### src/rtl/search_scheduler_pkg.sv
// Shared types and constants for the motion search scheduler: FSM states,
// datapath widths and the column/row to motion-vector mapping.
package search_scheduler_pkg;

  localparam int SAD_W       = 18;
  localparam int MVX_W       = 6;
  localparam int MVY_W       = 8;
  localparam int COL_W       = 5;
  localparam int ROW_W       = 7;
  localparam int MV_X_OFFSET = 16;
  localparam int MV_Y_OFFSET = 64;

  typedef enum logic [2:0] {
    IDLE,
    PREP_REF,
    WAIT_CURR,
    PREP_PE,
    SEARCH,
    DRAIN,
    DONE
  } state_t;

  // Vectors wrap to the port width; the counters are never clamped.
  function automatic logic [MVX_W-1:0] col_to_mv(input logic [COL_W-1:0] col);
    return {1'b0, col} - MVX_W'(MV_X_OFFSET);
  endfunction

  function automatic logic [MVY_W-1:0] row_to_mv(input logic [ROW_W-1:0] row);
    return {1'b0, row} - MVY_W'(MV_Y_OFFSET);
  endfunction

endpackage

### src/rtl/search_scheduler_sad_min_tracker.sv
// Candidate pipeline that lines search positions up with their SAD results,
// plus the running-minimum comparator and its captured motion vector.
module sad_min_tracker
  import search_scheduler_pkg::*;
#(
  parameter int SAD_LAT = 3
) (
  input  logic             clk,
  input  logic             rst,
  input  logic             clear,
  input  logic             init,
  input  logic             push_valid,
  input  logic [COL_W-1:0] push_col,
  input  logic [ROW_W-1:0] push_row,
  input  logic [SAD_W-1:0] sad,
  output logic [SAD_W-1:0] min_sad,
  output logic [MVX_W-1:0] min_mv_x,
  output logic [MVY_W-1:0] min_mv_y
);

  logic [SAD_LAT-1:0] valid_pipe;
  logic [COL_W-1:0]   col_pipe [SAD_LAT];
  logic [ROW_W-1:0]   row_pipe [SAD_LAT];
  logic               out_valid;

  assign out_valid = valid_pipe[SAD_LAT-1];

  always_ff @(posedge clk) begin
    if (rst || clear) begin
      valid_pipe <= '0;
      for (int i = 0; i < SAD_LAT; i++) begin
        col_pipe[i] <= '0;
        row_pipe[i] <= '0;
      end
    end else begin
      valid_pipe[0] <= push_valid;
      col_pipe[0]   <= push_col;
      row_pipe[0]   <= push_row;
      for (int i = 1; i < SAD_LAT; i++) begin
        valid_pipe[i] <= valid_pipe[i-1];
        col_pipe[i]   <= col_pipe[i-1];
        row_pipe[i]   <= row_pipe[i-1];
      end
    end
  end

  // Strictly-less update so that ties keep the earliest position.
  always_ff @(posedge clk) begin
    if (rst || init) begin
      min_sad  <= '1;
      min_mv_x <= '0;
      min_mv_y <= '0;
    end else if (out_valid && (sad < min_sad)) begin
      min_sad  <= sad;
      min_mv_x <= col_to_mv(col_pipe[SAD_LAT-1]);
      min_mv_y <= row_to_mv(row_pipe[SAD_LAT-1]);
    end
  end

endmodule

### src/rtl/search_scheduler.sv
// Sequences one CTB search: reference preload, PE prepare, the position scan,
// pipeline drain and result publication, with abort and reset handling.
module search_scheduler
  import search_scheduler_pkg::*;
#(
  parameter int REF_PRELOAD = 8,
  parameter int SAD_LAT     = 3,
  parameter int COL_LAST    = 31,
  parameter int ROW_LAST    = 63
) (
  input  logic             clk,
  input  logic             rst,
  input  logic             start,
  input  logic             abort,
  input  logic             curr_ready,
  input  logic [COL_W-1:0] search_column_count,
  input  logic [ROW_W-1:0] search_row_count,
  input  logic [SAD_W-1:0] SAD32x32,
  output logic             ref_begin_prepare,
  output logic             pe_begin_prepare,
  output logic             busy,
  output logic             done,
  output logic             aborted,
  output logic [SAD_W-1:0] best_sad,
  output logic [MVX_W-1:0] best_mv_x,
  output logic [MVY_W-1:0] best_mv_y
);

  state_t           state;
  state_t           state_next;
  logic [15:0]      cnt;
  logic             abort_hit;
  logic             finish;
  logic             last_position;
  logic [SAD_W-1:0] run_sad;
  logic [MVX_W-1:0] run_mv_x;
  logic [MVY_W-1:0] run_mv_y;

  assign abort_hit     = abort && (state != IDLE);
  assign finish        = (state == DONE) && !abort;
  assign last_position = (search_column_count == COL_W'(COL_LAST)) &&
                         (search_row_count == ROW_W'(ROW_LAST));

  // cnt measures time spent in the current state; it restarts on every change.
  always_ff @(posedge clk) begin
    if (rst) begin
      state <= IDLE;
      cnt   <= '0;
    end else begin
      state <= state_next;
      cnt   <= (state_next != state) ? 16'd0 : cnt + 16'd1;
    end
  end

  always_comb begin
    state_next = state;
    case (state)
      IDLE:      if (start) state_next = PREP_REF;
      PREP_REF:  if (cnt == 16'(REF_PRELOAD - 1))
                   state_next = curr_ready ? PREP_PE : WAIT_CURR;
      WAIT_CURR: if (curr_ready) state_next = PREP_PE;
      PREP_PE:   state_next = SEARCH;
      SEARCH:    if (last_position) state_next = DRAIN;
      DRAIN:     if (cnt == 16'(SAD_LAT - 1)) state_next = DONE;
      DONE:      state_next = IDLE;
      default:   state_next = IDLE;
    endcase
    if (abort_hit) state_next = IDLE;
  end

  assign ref_begin_prepare = (state == PREP_REF) && (cnt == 16'd0);
  assign pe_begin_prepare  = (state == PREP_PE);
  assign busy              = (state != IDLE);

  // done and aborted appear together with the settled results, in the cycle after.
  always_ff @(posedge clk) begin
    if (rst) begin
      done      <= 1'b0;
      aborted   <= 1'b0;
      best_sad  <= '0;
      best_mv_x <= '0;
      best_mv_y <= '0;
    end else begin
      done    <= finish;
      aborted <= abort_hit;
      if (finish) begin
        best_sad  <= run_sad;
        best_mv_x <= run_mv_x;
        best_mv_y <= run_mv_y;
      end
    end
  end

  sad_min_tracker #(
    .SAD_LAT(SAD_LAT)
  ) u_tracker (
    .clk       (clk),
    .rst       (rst),
    .clear     (abort_hit),
    .init      (state == PREP_REF),
    .push_valid(state == SEARCH),
    .push_col  (search_column_count),
    .push_row  (search_row_count),
    .sad       (SAD32x32),
    .min_sad   (run_sad),
    .min_mv_x  (run_mv_x),
    .min_mv_y  (run_mv_y)
  );

endmodule

### config.mk
export PLATFORM = sky130hd
export DESIGN_NAME = search_scheduler
export DESIGN_NICKNAME = d
export VERILOG_FILES = /design/src/rtl/search_scheduler_pkg.sv /design/src/rtl/search_scheduler_sad_min_tracker.sv /design/src/rtl/search_scheduler.sv
export SDC_FILE = /design/constraint.sdc
export NUM_CORES = 1
export LEC_CHECK = 0
export BUFFER_PORTS_ARGS = -buffer_cell sky130_fd_sc_hd__buf_2
export CAP_MARGIN = 20
export CORE_AREA = 3 3 89 176
export CTS_BUF_LIST = sky130_fd_sc_hd__clkbuf_4
export DETAILED_ROUTE_END_ITERATION = 6
export DIE_AREA = 0 0 92 179
export PLACE_DENSITY = 0.63
export SLEW_MARGIN = 20
export SYNTH_ARGS = -nofsm -noshare
export SYNTH_HDL_FRONTEND = slang
export SYNTH_HIERARCHICAL = 1
export SYNTH_SLANG_ARGS = --single-unit
export TNS_END_PERCENT = 20
### constraint.sdc
create_clock -name clk -period 4.4 [get_ports clk]
set_input_delay 0.66 -clock clk [delete_from_list [all_inputs] [get_ports clk]]
set_output_delay 0.66 -clock clk [all_outputs]
set_load 0.02 [all_outputs]
==> summary.md, run 1 <==
| Metric | Value |
|---|---|
| Row count | `62` |
| Clk root buf | `sky130_fd_sc_hd__clkbuf_4` |
| Share of final-layout standard cells stronger than drive strength 1 | `0.181` |
| Io pins | `72` |
| Total chip power | `2.11 mW` |
| Crit-path slowest cell | `sky130_fd_sc_hd__or4_4` |
| Number of nets in the layout | `677` |
| Starting density of the core | `0.349` |
| Measured slew at the worst slew-check pin | `0.799 ns` |
| WP data required | `3.74 ns` |
| Top_reg_cell synth | `sky130_fd_sc_hd__dfxtp_1` |
| Setup tns final | `0 ns` |
| Final worst-path cycle share | `0.699` |
| Number of stages on the worst hold path | `2` |
| Post-DP HPWL | `7.65 mm` |
| Layout overhead on the synthesized area | `14.9%` |
| Clock Skew | `0.0198 ns` |
| Total CTS buffers | `17` |
| Count of buffers from port buffering | `71` |
| Proportion of synthesized flip-flops having asynchronous set or reset | `0` |
| Number of DRC markers in iteration 0 | `109` |
| Final Wtd Congestion | `0.821` |
| R2R cell count | `8` |
| Synth warnings | `6` |
| Mean Syn Cell Area | `8.97 µm²` |
| Reg2reg end | `u_tracker/min_sad[8]` |
| TritonRoute pass-1 iters | `4` |
| Area enclosed by the die boundary | `0.0165 mm²` |
| Core region area | `0.0144 mm²` |
| Type of the tightest min-delay check | `input port to register` |
| Detailed-route DRC error count | `0` |
| PwrDens | `364 mW/mm²` |
| Worst Setup Path Type | `register to output pin` |
| Via count of the routed design | `3916` |
| Clock Latency Late Sink | `0.51 ns` |
| Seq. cell area | `0.00244 mm²` |
| Overall track demand over capacity in global routing | `0.134` |
| Max Clock Freq | `325 MHz` |
| Clk slew on worst S/H paths | `0.11 ns` |
| Origin of the critical flop-to-flop path | `u_tracker/min_sad[5]` |
| Count of final hold-check violations | `0` |
| HP Start | `search_row_count[5]` |
| X dimension of the die | `92 µm` |
| Max-cap check violation count | `0` |
| Largest area contributor in the netlist | `sky130_fd_sc_hd__dfxtp_1` |
| Result of the run | `complete, no violations` |
| Number of gates resized after cts | `0` |
| Number of buffers on the longest clock path | `2` |
| Post-CTS setup buffer count | `0` |
| Multi-input logic area | `0.00230 mm²` |
| Filler cell count in the final layout | `1513` |
| Static Leakage | `2.68 nW` |
| Number of standard cells after synthesis | `562` |
| Pins over their slew limit | `0` |
| Worst hold slack | `0.373 ns` |
| Cell area after synthesis | `0.00504 mm²` |
| Post-detailed-route count of antenna-violating nets | `0` |
| Critical path peak fanout | `6` |
| Final WL | `10.5 mm` |
| Critical path data arrival time | `2.41 ns` |
| Number of buffers added to fix hold violations after cts | `0` |
| Remaining max-slew budget at the tightest pin | `0.465` |
| Synth Register Bits | `122` |
| Number of cells in the design after placement | `795` |
| TritonCTS Sinks | `122` |
| End point of the most critical hold path | `u_tracker/row_pipe[0][5]` |
| Largest net degree at the start of global routing | `41` |
| CTS H-tree depth | `4` |
| Top cell type's share of synthesized area | `0.485` |
| Net count after synthesis | `617` |
| Worst setup SP type | `register` |
| Minimum period implied by the final worst setup slack | `3.07 ns` |
| Top area cells in the synthesized netlist | `sky130_fd_sc_hd__dfxtp_1 (48%), sky130_fd_sc_hd__nand2_1 (7.4%), sky130_fd_sc_hd__mux2i_1 (6.2%)` |
| Final Instance Count excl. Fillers | `827` |
| Number of enable-type register cells in the synthesized netlist | `0` |
| CTS tree | `built` |
| DR vias/cell | `4.74` |
| R2r setup slk | `1.83 ns` |
| Die Height | `179 µm` |
| Type of element capturing the critical path | `output pin` |
| Via count of the first global-routing pass | `3827` |
| Grt ovf | `0` |
| Peak supply drop | `0.000181 V` |
| Initial antenna violation count | `1` |
| Average wire per cell in the routed design | `12.7 µm` |
| Wire length of the first global-routing pass | `17.5 mm` |
| CP peak stage delay | `0.56 ns` |
| Chain of cells forming the critical path | `or4_4 > nor4_4 > nand2_1 > nor4_1 > buf_2` |
| Setup Viol. Count Final | `0` |
| Setup repair after global routing missed its margin | `false` |
| Count of unique library cells instantiated by Yosys | `47` |
| Share of the yosys chip area belonging to registers | `0.485` |
[layout by cell type, fill, tap and decap left out, types with 2 or more instances in the layout]
cell type and n:
sky130_fd_sc_hd__a211oi_1 2, sky130_fd_sc_hd__a21o_1 2, sky130_fd_sc_hd__a21oi_1 39, sky130_fd_sc_hd__and2_1 41, sky130_fd_sc_hd__and3_1 5, sky130_fd_sc_hd__buf_2 71
sky130_fd_sc_hd__buf_4 4, sky130_fd_sc_hd__bufinv_16 4, sky130_fd_sc_hd__clkbuf_4 19, sky130_fd_sc_hd__clkinv_1 2, sky130_fd_sc_hd__clkinv_4 2, sky130_fd_sc_hd__clkinvlp_4 2
sky130_fd_sc_hd__dfxtp_1 122, sky130_fd_sc_hd__ha_1 20, sky130_fd_sc_hd__inv_1 26, sky130_fd_sc_hd__mux2i_1 31, sky130_fd_sc_hd__nand2_1 99, sky130_fd_sc_hd__nand3_1 10
sky130_fd_sc_hd__nand3b_1 2, sky130_fd_sc_hd__nand4_1 7, sky130_fd_sc_hd__nor2_1 51, sky130_fd_sc_hd__nor2b_1 2, sky130_fd_sc_hd__nor3_1 4, sky130_fd_sc_hd__nor4_1 20
sky130_fd_sc_hd__o21ai_0 3, sky130_fd_sc_hd__or3_1 4, sky130_fd_sc_hd__or4_1 2, sky130_fd_sc_hd__xnor2_1 12, sky130_fd_sc_hd__xor2_1 2
[worst max-delay path by stage]
stage                           start                     to  slack, ns
after floorplan                cnt[4]      ref_begin_prepare       1.78
after global placement    SAD32x32[5]   u_tracker/min_sad[4]       1.46
after detailed placement  SAD32x32[4]  u_tracker/min_sad[14]       1.42
after CTS                      cnt[4]      ref_begin_prepare       1.27
after global routing           cnt[4]      ref_begin_prepare       1.18
final                          cnt[4]      ref_begin_prepare       1.33
[layer usage]
| metal | vias to the layer above | GRT usage | share of wire |
|---|---|---|---|
| met5 | - | 0 | 0 |
| met4 | 0 | 0.0571 | 0.021 |
| met3 | 25 | 0.0357 | 0.044 |
| met2 | 106 | 0.255 | 0.55 |
| met1 | 1800 | 0.134 | 0.39 |
| li1 | 1985 | - | - |
[kinds of logic (layout without fill, tap and decap cells)]
group,Yosys count,in the layout,synth area share
muxes,31,31,0.0616
DFF,122,122,0.485
AOI/OAI and AO/OA,57,57,0.0670
other,0,1,0
xor gates and xnor gates,14,14,0.0243
and+or+nand+nor,257,257,0.251
adders and majority gates,21,21,0.0517
buffers and inverters,60,132,0.0596
[state kept, by name, indices dropped and copies added (netlist names)]
register / cells
u_tracker/min_mv_y: 7
done: 1
aborted: 1
best_mv_y: 8
u_tracker/valid_pipe: 3
best_mv_x: 6
u_tracker/col_pipe: 15
u_tracker/min_mv_x: 5
u_tracker/row_pipe: 21
state: 3
u_tracker/min_sad: 18
cnt: 16
best_sad: 18
[per-stage QoR]
step / util / setup WS (ns) / instance area (µm²)
final: 0.401 / 1.33 / 5790
after global placement: 0.379 / 1.46 / 5470
after CTS: 0.401 / 1.27 / 5780
after global routing: 0.401 / 1.18 / 5790
after floorplan: - / 1.78 / 5040
after detailed placement: 0.379 / 1.42 / 5470
[worst max-delay path, delay by kind of cell (launching register included)]
family	cells	cell delay, ns
and+or+nand+nor	4	1.30
DFF	1	0.38
buffers and inverters	1	0.22
[area by class of cell]
type | count | area share
diodes | 1 | 0.000432
clock buffers | 19 | 0.0246
clock inverters | 12 | 0.0300
inverters | 26 | 0.0169
multi-input cells | 380 | 0.398
flip-flops and latches | 122 | 0.422
well taps | 192 | 0.0415
repair buffers | 75 | 0.0666
[report_power, final]
| group | switching (mW) | internal (mW) |
|---|---|---|
| Combinational | 0.0689 | 0.0396 |
| Sequential | 0.00752 | 1.12 |
| Clock | 0.412 | 0.460 |
[synth_stat cells (3+ instances only)]
cell                       count
sky130_fd_sc_hd__nor4_1       20
sky130_fd_sc_hd__inv_1        26
sky130_fd_sc_hd__nand4_1       7
sky130_fd_sc_hd__xnor2_1      12
sky130_fd_sc_hd__or3_1         4
sky130_fd_sc_hd__nand3_1      10
sky130_fd_sc_hd__clkbuf_1     25
sky130_fd_sc_hd__mux2i_1      31
sky130_fd_sc_hd__nor2_1       52
sky130_fd_sc_hd__and2_1       41
sky130_fd_sc_hd__o21ai_0       3
sky130_fd_sc_hd__nor3_1        5
sky130_fd_sc_hd__and3_1        5
sky130_fd_sc_hd__ha_1         20
sky130_fd_sc_hd__a21oi_1      39
sky130_fd_sc_hd__nand2_1      99
sky130_fd_sc_hd__dfxtp_1     122
sky130_fd_sc_hd__buf_12        3
sky130_fd_sc_hd__buf_4         3
Note: power is estimated with default switching activity, not from simulation.
==> run 2: changes to the inputs <==
Settings changed: PLACE_DENSITY 0.63 to 0.65.
Clock period 4.4 ns to 2.6 ns, I/O delays scaled along.
==> run 2 against run 1 <==
- first-iteration DRC count is 18% higher
- non-clock buffer count is 11 higher
- setup slack worse by 1.3 ns
- hold slack worse by 0.28 ns
- flip-flop and latch count stayed put
- count of clock-buffer cells in the layout is 2 lower
- utilization is 0.38 points higher
- register-to-register slack worse by 1.4 ns
- sequential share of layout area is 0.31 points lower
- clock power is 50% higher
- clock skew hardly changed
- largest power group unchanged
==> summary.md, run 2 (synthesized netlist as in run 1, its figures left out) <==
| Metric | Value |
|---|---|
| Result of the run | `complete, no violations` |
| TritonCTS Sinks | `122 (unchanged)` |
| Clock Latency Late Sink | `0.51 ns (about the same)` |
| Starting density of the core | `0.349 (unchanged)` |
| TritonRoute pass-1 iters | `4 (unchanged)` |
| Worst setup SP type | `register` |
| DR vias/cell | `4.73 (-0.17%)` |
| Remaining max-slew budget at the tightest pin | `0.560 (+0.0948)` |
| WP data required | `2.21 ns (-1.53 ns)` |
| Critical path peak fanout | `2 (-4)` |
| Register share of total power | `0.559 (+0.024)` |
| Max-cap check violation count | `0 (unchanged)` |
| Clk root buf | `sky130_fd_sc_hd__clkbuf_4` |
| CTS H-tree depth | `4 (unchanged)` |
| Io pins | `72 (unchanged)` |
| Registers with the most flip-flops | `u_tracker/row_pipe (21), best_sad (18), u_tracker/min_sad (18)` |
| Static Leakage | `2.72 nW (+1.4%)` |
| PwrDens | `584 mW/mm² (+60%)` |
| Final WL | `10.8 mm (+2.9%)` |
| Number of DRC markers in iteration 0 | `129 (+18%)` |
| Clock Skew | `0.0198 ns (+0.00000670 ns)` |
| Setup Viol. Count Final | `0 (unchanged)` |
| Setup tns final | `0 ns (unchanged)` |
| Post-DP HPWL | `7.81 mm (+2.0%)` |
| Pins over their slew limit | `0 (unchanged)` |
| Number of buffers on the longest clock path | `2 (unchanged)` |
| Portion of total power attributed to combinational logic | `0.057 (+0.006)` |
| R2r setup slk | `0.39 ns (-1.44 ns)` |
| Layout overhead on the synthesized area | `16.0%` |
| Final Wtd Congestion | `0.805 (-1.9%)` |
| CTS tree | `built` |
| Detailed-route DRC error count | `0 (unchanged)` |
| Minimum period implied by the final worst setup slack | `2.60 ns` |
| Die Height | `179 µm (unchanged)` |
| Setup repair after global routing missed its margin | `true` |
| Average wire per cell in the routed design | `12.9 µm (+1.4%)` |
| Origin of the critical flop-to-flop path | `u_tracker/min_sad[5]` |
| Register ranked first by flip-flop count | `u_tracker/row_pipe` |
| Number of nets in the layout | `688 (+1.6%)` |
| Critical path data arrival time | `2.21 ns (-0.20 ns)` |
| Net switching fraction of the power | `0.255 (+0.0230)` |
| Count of final hold-check violations | `0 (unchanged)` |
| Start point of the critical path | `cnt[8]` |
| Row count | `62 (unchanged)` |
| Internal Pwr Total | `2.54 mW (+57%)` |
| Largest net degree at the start of global routing | `40 (-2.4%)` |
| Measured slew at the worst slew-check pin | `0.660 ns (-0.140 ns)` |
| Grt ovf | `0 (unchanged)` |
| Via count of the first global-routing pass | `3941 (+3.0%)` |
| Max Clock Freq | `385 MHz` |
| Wire length of the first global-routing pass | `17.9 mm (+2.6%)` |
| Post-route design area | `0.00584 mm² (+0.95%)` |
| Total CTS buffers | `17 (unchanged)` |
| Worst Setup Path Type | `register to output pin` |
| Net switching power of the design | `868 µW (+78%)` |
| Share of final-layout standard cells stronger than drive strength 1 | `0.205 (+0.0233)` |
| Number of flip-flops under the largest register name | `21 (unchanged)` |
| Fraction of power consumed by the clock network | `0.384 (-0.029)` |
| Via count of the routed design | `3966 (+1.3%)` |
| X dimension of the die | `92 µm (unchanged)` |
| Core region area | `0.0144 mm² (unchanged)` |
| Commonest cells after routing, fill and taps aside | `sky130_fd_sc_hd__dfxtp_1 (118), sky130_fd_sc_hd__nand2_1 (99), sky130_fd_sc_hd__buf_2 (71), sky130_fd_sc_hd__nor2_1 (52), sky130_fd_sc_hd__and2_1 (41)` |
| Clk slew on worst S/H paths | `0.12 ns (about the same)` |
| Type of element capturing the critical path | `output pin` |
| HP Start | `search_row_count[1]` |
| Initial antenna violation count | `2 (+1)` |
| Post-detailed-route count of antenna-violating nets | `0 (unchanged)` |
| Type of the tightest min-delay check | `input port to register` |
| Most frequent standard cell in the layout excluding fill and tap cells | `sky130_fd_sc_hd__dfxtp_1` |
| Peak supply drop | `0.000317 V (+75%)` |
| Count of buffers from port buffering | `71 (unchanged)` |
| Final worst-path cycle share | `0.998` |
| Area enclosed by the die boundary | `0.0165 mm² (unchanged)` |
| Number of buffers added to fix hold violations after cts | `0 (unchanged)` |
| DP Area | `0.00553 mm² (+1.1%)` |
| Overall track demand over capacity in global routing | `0.137 (+0.00341)` |
-- run 2: changes by cell type in the layout (fill, tap and decap cells not counted), moves of 2 or more --
| cell | previous run | this run |
|---|---|---|
| sky130_fd_sc_hd__bufinv_16 | 4 | 2 |
| sky130_fd_sc_hd__clkbuf_4 | 19 | 17 |
| sky130_fd_sc_hd__buf_4 | 4 | 15 |
| sky130_fd_sc_hd__dfxtp_1 | 122 | 118 |
| sky130_fd_sc_hd__dfxtp_2 | 0 | 4 |
| sky130_fd_sc_hd__inv_6 | 1 | 3 |
| sky130_fd_sc_hd__clkinv_2 | 1 | 3 |
-- run 2: timing repair --
item | CTS | global route
gates resized for setup | 5 | 1
endpoints found under the setup margin | 1 | 1
pin swaps | 2 | 1
cloned | 0 | 0
setup buffers | 3 | 0
-- run 2: path summary, 6_finish.rpt --
check,end,cells past startpoint
setup / recovery,ref_begin_prepare,5
hold / removal,u_tracker/row_pipe[0][1],2
hold reg to reg,u_tracker/row_pipe[0][19],1
setup reg to reg,u_tracker/min_sad[5],8
-- run 2: final cells by class --
type                    instances  area [µm²]
fillers                      1508        8590
flip-flops and latches        122        2450
clock inverters                14         146
repair buffers                 86         468
well taps                     192         240
diodes                          2        5.00
inverters                      26        97.6
clock buffers                  17         128
multi-input cells             380        2310
-- run 2: through the flow --
stage,hold slack (ns),util,total power [mW],cells,setup slack [ns]
final,0.0955,0.405,3.41,839,0.00433
after global routing,0.0488,0.405,3.56,839,-0.131
after CTS,0.0320,0.405,3.48,837,-0.0972
after detailed placement,0.410,0.383,2.14,803,0.267
after global placement,0.414,0.383,2.14,803,0.301
after floorplan,0.406,-,2.07,562,0.251
-- run 2: power groups by stage --
stage               Combinational (mW)  Sequential, mW  Clock [mW]
finish                           0.194            1.91        1.31
global route                     0.220            1.91        1.43
CTS                              0.196            1.91        1.38
detailed placement               0.195            1.95           0
global placement                 0.190            1.95           0
floorplan                        0.126            1.95           0
-- run 2: layer usage --
metal	vias to the layer above	part of all wire	track usage
li1	2018	-	-
met1	1844	0.39	0.135
met2	87	0.55	0.261
met3	17	0.040	0.0370
met4	0	0.021	0.0645
met5	-	0	0
-- run 2: worst max-delay path, stage by stage, from the launching register on --
cell and delay (ns):
sky130_fd_sc_hd__dfxtp_2 0.34, sky130_fd_sc_hd__or4_4 0.54, sky130_fd_sc_hd__nor4_4 0.33, sky130_fd_sc_hd__nand2_1 0.13
sky130_fd_sc_hd__nor4_2 0.15, sky130_fd_sc_hd__buf_2 0.20
==> run 3: changes to the inputs <==
Settings changed: CORE_AREA 3 3 89 176 to 3 3 88 173, DIE_AREA 0 0 92 179 to 0 0 91 176, PLACE_DENSITY 0.65 to 0.64, SYNTH_HIERARCHICAL 1 to unset.
==> run 3 against run 2 <==
- setup slack better by 0.25 ns
- register-to-register slack worse by 0.06 ns
- highest routed layer unchanged
- area after synthesis down 4.0%
- total power down 1.9%
- global-route usage down 1.0 points
- sequential share of layout area up 0.45 points
- cell count down 4.1%
- wire length down 11%
- critical endpoint unchanged
- combinational power about the same
- critical path type unchanged
==> summary.md, run 3 <==
| Metric | Value |
|---|---|
| Post-DP HPWL | `7.09 mm (-9.2%)` |
| Via count of the routed design | `3637 (-8.3%)` |
| Overall track demand over capacity in global routing | `0.127 (-0.0104)` |
| Clk root buf | `sky130_fd_sc_hd__clkbuf_4` |
| Net count after synthesis | `589 (-4.5%)` |
| Result of the run | `complete, no violations` |
| Max Clock Freq | `427 MHz (+11%)` |
| Pins over their slew limit | `0 (unchanged)` |
| CTS tree | `built` |
| Proportion of synthesized flip-flops having asynchronous set or reset | `0 (unchanged)` |
| Internal Pwr Total | `2.51 mW (-1.1%)` |
| Number of buffers added to fix hold violations after cts | `0 (unchanged)` |
| TritonCTS Sinks | `120 (-1.6%)` |
| Setup tns final | `0 ns (unchanged)` |
| TritonRoute pass-1 iters | `5 (+1)` |
| Number of standard cells after synthesis | `534 (-5.0%)` |
| Setup repair after global routing missed its margin | `false` |
| Register ranked first by flip-flop count | `u_tracker.row_pipe` |
| Top area cells in the synthesized netlist | `sky130_fd_sc_hd__dfxtp_1 (50%), sky130_fd_sc_hd__nand2_1 (7.5%), sky130_fd_sc_hd__mux2i_1 (6.4%)` |
| Count of unique library cells instantiated by Yosys | `48 (+2.1%)` |
| Critical path peak fanout | `9 (+7)` |
| Count of buffers from port buffering | `71 (unchanged)` |
| Most frequent standard cell in the layout excluding fill and tap cells | `sky130_fd_sc_hd__dfxtp_1` |
| Clock Latency Late Sink | `0.49 ns (-0.02 ns)` |
| Fraction of power consumed by the clock network | `0.381 (-0.003)` |
| Area enclosed by the die boundary | `0.0160 mm² (-2.7%)` |
| Total CTS buffers | `17 (unchanged)` |
| Average wire per cell in the routed design | `12.0 µm (-6.9%)` |
| Count of final hold-check violations | `0 (unchanged)` |
| Layout overhead on the synthesized area | `17.3%` |
| Measured slew at the worst slew-check pin | `0.741 ns (+0.0810 ns)` |
| Io pins | `72 (unchanged)` |
| DR vias/cell | `4.52 (-4.4%)` |
| Detailed-route DRC error count | `0 (unchanged)` |
| Net switching fraction of the power | `0.248 (-0.00632)` |
| Die Height | `176 µm (-1.7%)` |
| Number of enable-type register cells in the synthesized netlist | `0 (unchanged)` |
| Number of buffers on the longest clock path | `2 (unchanged)` |
| HP Start | `search_row_count[6]` |
| Final worst-path cycle share | `0.901 (-0.0969)` |
| Type of the tightest min-delay check | `input port to register` |
| Grt ovf | `0 (unchanged)` |
| Final Wtd Congestion | `0.820 (+1.8%)` |
| Critical path data arrival time | `1.95 ns (-0.26 ns)` |
| Number of stages on the worst hold path | `2 (unchanged)` |
| Post-detailed-route count of antenna-violating nets | `0 (unchanged)` |
| Minimum period implied by the final worst setup slack | `2.34 ns (-0.252 ns)` |
| Initial antenna violation count | `1 (-1)` |
| Worst Setup Path Type | `register to output pin` |
| Wire length of the first global-routing pass | `16.4 mm (-8.5%)` |
| Worst setup SP type | `register` |
| Remaining max-slew budget at the tightest pin | `0.506 (-0.0545)` |
| Clk slew on worst S/H paths | `0.11 ns (about the same)` |
| Origin of the critical flop-to-flop path | `cnt[10]` |
| R2R cell count | `6 (-2)` |
| CTS H-tree depth | `4 (unchanged)` |
| Starting density of the core | `0.344 (-0.00476)` |
| Top post-synthesis cells by count | `sky130_fd_sc_hd__dfxtp_1 (120), sky130_fd_sc_hd__nand2_1 (97), sky130_fd_sc_hd__nor2_1 (54)` |
| Number of DRC markers in iteration 0 | `108 (-16%)` |
| Largest net degree at the start of global routing | `40 (unchanged)` |
| Max-cap check violation count | `0 (unchanged)` |
| WP data required | `2.21 ns (about the same)` |
| Row count | `61 (-1.6%)` |
| Registers with the most flip-flops | `u_tracker.row_pipe (21), best_sad (18), u_tracker.min_sad (18)` |
| Synth warnings | `0 (-6)` |
| Commonest cells after routing, fill and taps aside | `sky130_fd_sc_hd__dfxtp_1 (120), sky130_fd_sc_hd__nand2_1 (97), sky130_fd_sc_hd__buf_2 (71), sky130_fd_sc_hd__nor2_1 (53), sky130_fd_sc_hd__a21oi_1 (40)` |
| Final Instance Count excl. Fillers | `805 (-4.1%)` |
| Share of final-layout standard cells stronger than drive strength 1 | `0.210 (+0.00510)` |
| Post-CTS setup buffer count | `0 (-3)` |
| Clock Skew | `0.0144 ns (-0.00546 ns)` |
| Via count of the first global-routing pass | `3664 (-7.0%)` |
| Number of flip-flops under the largest register name | `21 (unchanged)` |
| Cell with the most instances after synthesis | `sky130_fd_sc_hd__dfxtp_1` |
| Largest area contributor in the netlist | `sky130_fd_sc_hd__dfxtp_1` |
| Number of nets in the layout | `657 (-4.5%)` |
| Top Family by Delay on Critical Path | `simple AND/OR/NAND/NOR gates` |
| Type of element capturing the critical path | `output pin` |
| Top cell type's share of synthesized area | `0.497 (+0.0119)` |
| Fin worst setup slack | `0.256 ns (+0.252 ns)` |
| Net switching power of the design | `831 µW (-4.3%)` |
| Reg2reg end | `cnt[4]` |
| Crit-path slowest cell | `sky130_fd_sc_hd__dfxtp_1` |
| Portion of total power attributed to combinational logic | `0.057 (about the same)` |
| Chain of cells forming the critical path | `inv_1 > nor3_1 > and4bb_2 > buf_2` |
| Worst path buffer plus inverter count | `2 (+1)` |
| Static Leakage | `2.35 nW (-14%)` |
| Cell area after synthesis | `0.00484 mm² (-4.0%)` |
| Utilization after layout | `0.404 (-0.000915)` |
| Number of cells in the design after placement | `772 (-3.9%)` |
| PwrDens | `589 mW/mm² (+1.0%)` |
| Mean Syn Cell Area | `9.06 µm² (+1.0%)` |
| Core region area | `0.0140 mm² (-2.7%)` |
| Number of gates resized after cts | `0 (-5)` |
| R2r setup slk | `0.33 ns (-0.06 ns)` |
| Peak supply drop | `0.000255 V (-20%)` |
| Share of the yosys chip area belonging to registers | `0.497 (+0.0119)` |
| Top_reg_cell synth | `sky130_fd_sc_hd__dfxtp_1` |
| Critical Path Stages | `4 (-1)` |
| Final WL | `9.66 mm (-11%)` |
| Register share of total power | `0.562 (+0.003)` |
| Pre-CTS setup slack | `0.343 ns (+0.0764 ns)` |
| X dimension of the die | `91 µm (-1.1%)` |
| Setup Viol. Count Final | `0 (unchanged)` |
| CP peak stage delay | `0.52 ns (-0.02 ns)` |
| Synth Register Bits | `120 (-1.6%)` |
| End point of the most critical hold path | `u_tracker.row_pipe[0][6]` |
run 3: through the flow:
| stage | total power [mW] | hold WS (ns) | area (µm²) |
|---|---|---|---|
| floorplan | 2.05 | 0.406 | 4840 |
| global placement | 2.11 | 0.412 | 5390 |
| detailed placement | 2.12 | 0.411 | 5390 |
| CTS | 3.41 | 0.0443 | 5670 |
| global route | 3.52 | 0.0532 | 5670 |
| finish | 3.34 | 0.105 | 5670 |
run 3: final cells by class:
type / instances / area (µm²)
multi-input combinational: 363 / 2230
clock buffer: 17 / 128
inverter: 21 / 78.8
fill: 1507 / 8370
clock inverter: 15 / 153
timing repair buffer: 79 / 440
antenna: 1 / 2.50
sequential: 120 / 2400
tap: 189 / 236
run 3: how the worst max path moves through the flow:
stage	start	end	slack, ns
after floorplan	SAD32x32[12]	u_tracker.min_mv_x[0]	0.56
after global placement	SAD32x32[12]	u_tracker.min_mv_x[1]	0.39
after detailed placement	cnt[10]	cnt[4]	0.34
after CTS	state[0]	ref_begin_prepare	0.18
after global routing	state[0]	ref_begin_prepare	0.02
final	state[0]	ref_begin_prepare	0.26
run 3: per-layer routing:
metal  wire [µm]  global-route usage  up-vias
met4         151              0.0535        0
met3         372              0.0371       13
met5           0                   0        -
met1        3760               0.128     1667
met2        5370               0.237       65
li1            -                   -     1892
run 3: cell families (layout without fill, tap and decap cells):
kind of cell,count (synthesis),in the layout,share of synthesized area
flops,120,120,0.497
mux,32,32,0.0665
buf+inv,51,132,0.0455
fa+ha+maj,21,21,0.0538
xor+xnor,13,13,0.0235
compound gates,54,54,0.0652
other cells,0,1,0
simple gates,243,243,0.249
run 3: power by group through the flow:
| stage | logic [mW] | clock network [mW] | registers (mW) |
|---|---|---|---|
| 2_1_floorplan | 0.132 | 0 | 1.92 |
| 3_3_place_gp | 0.187 | 0 | 1.92 |
| 3_5_place_dp | 0.194 | 0 | 1.92 |
| 4_1_cts | 0.195 | 1.33 | 1.88 |
| 5_1_grt | 0.216 | 1.42 | 1.88 |
| 6_report | 0.191 | 1.28 | 1.88 |
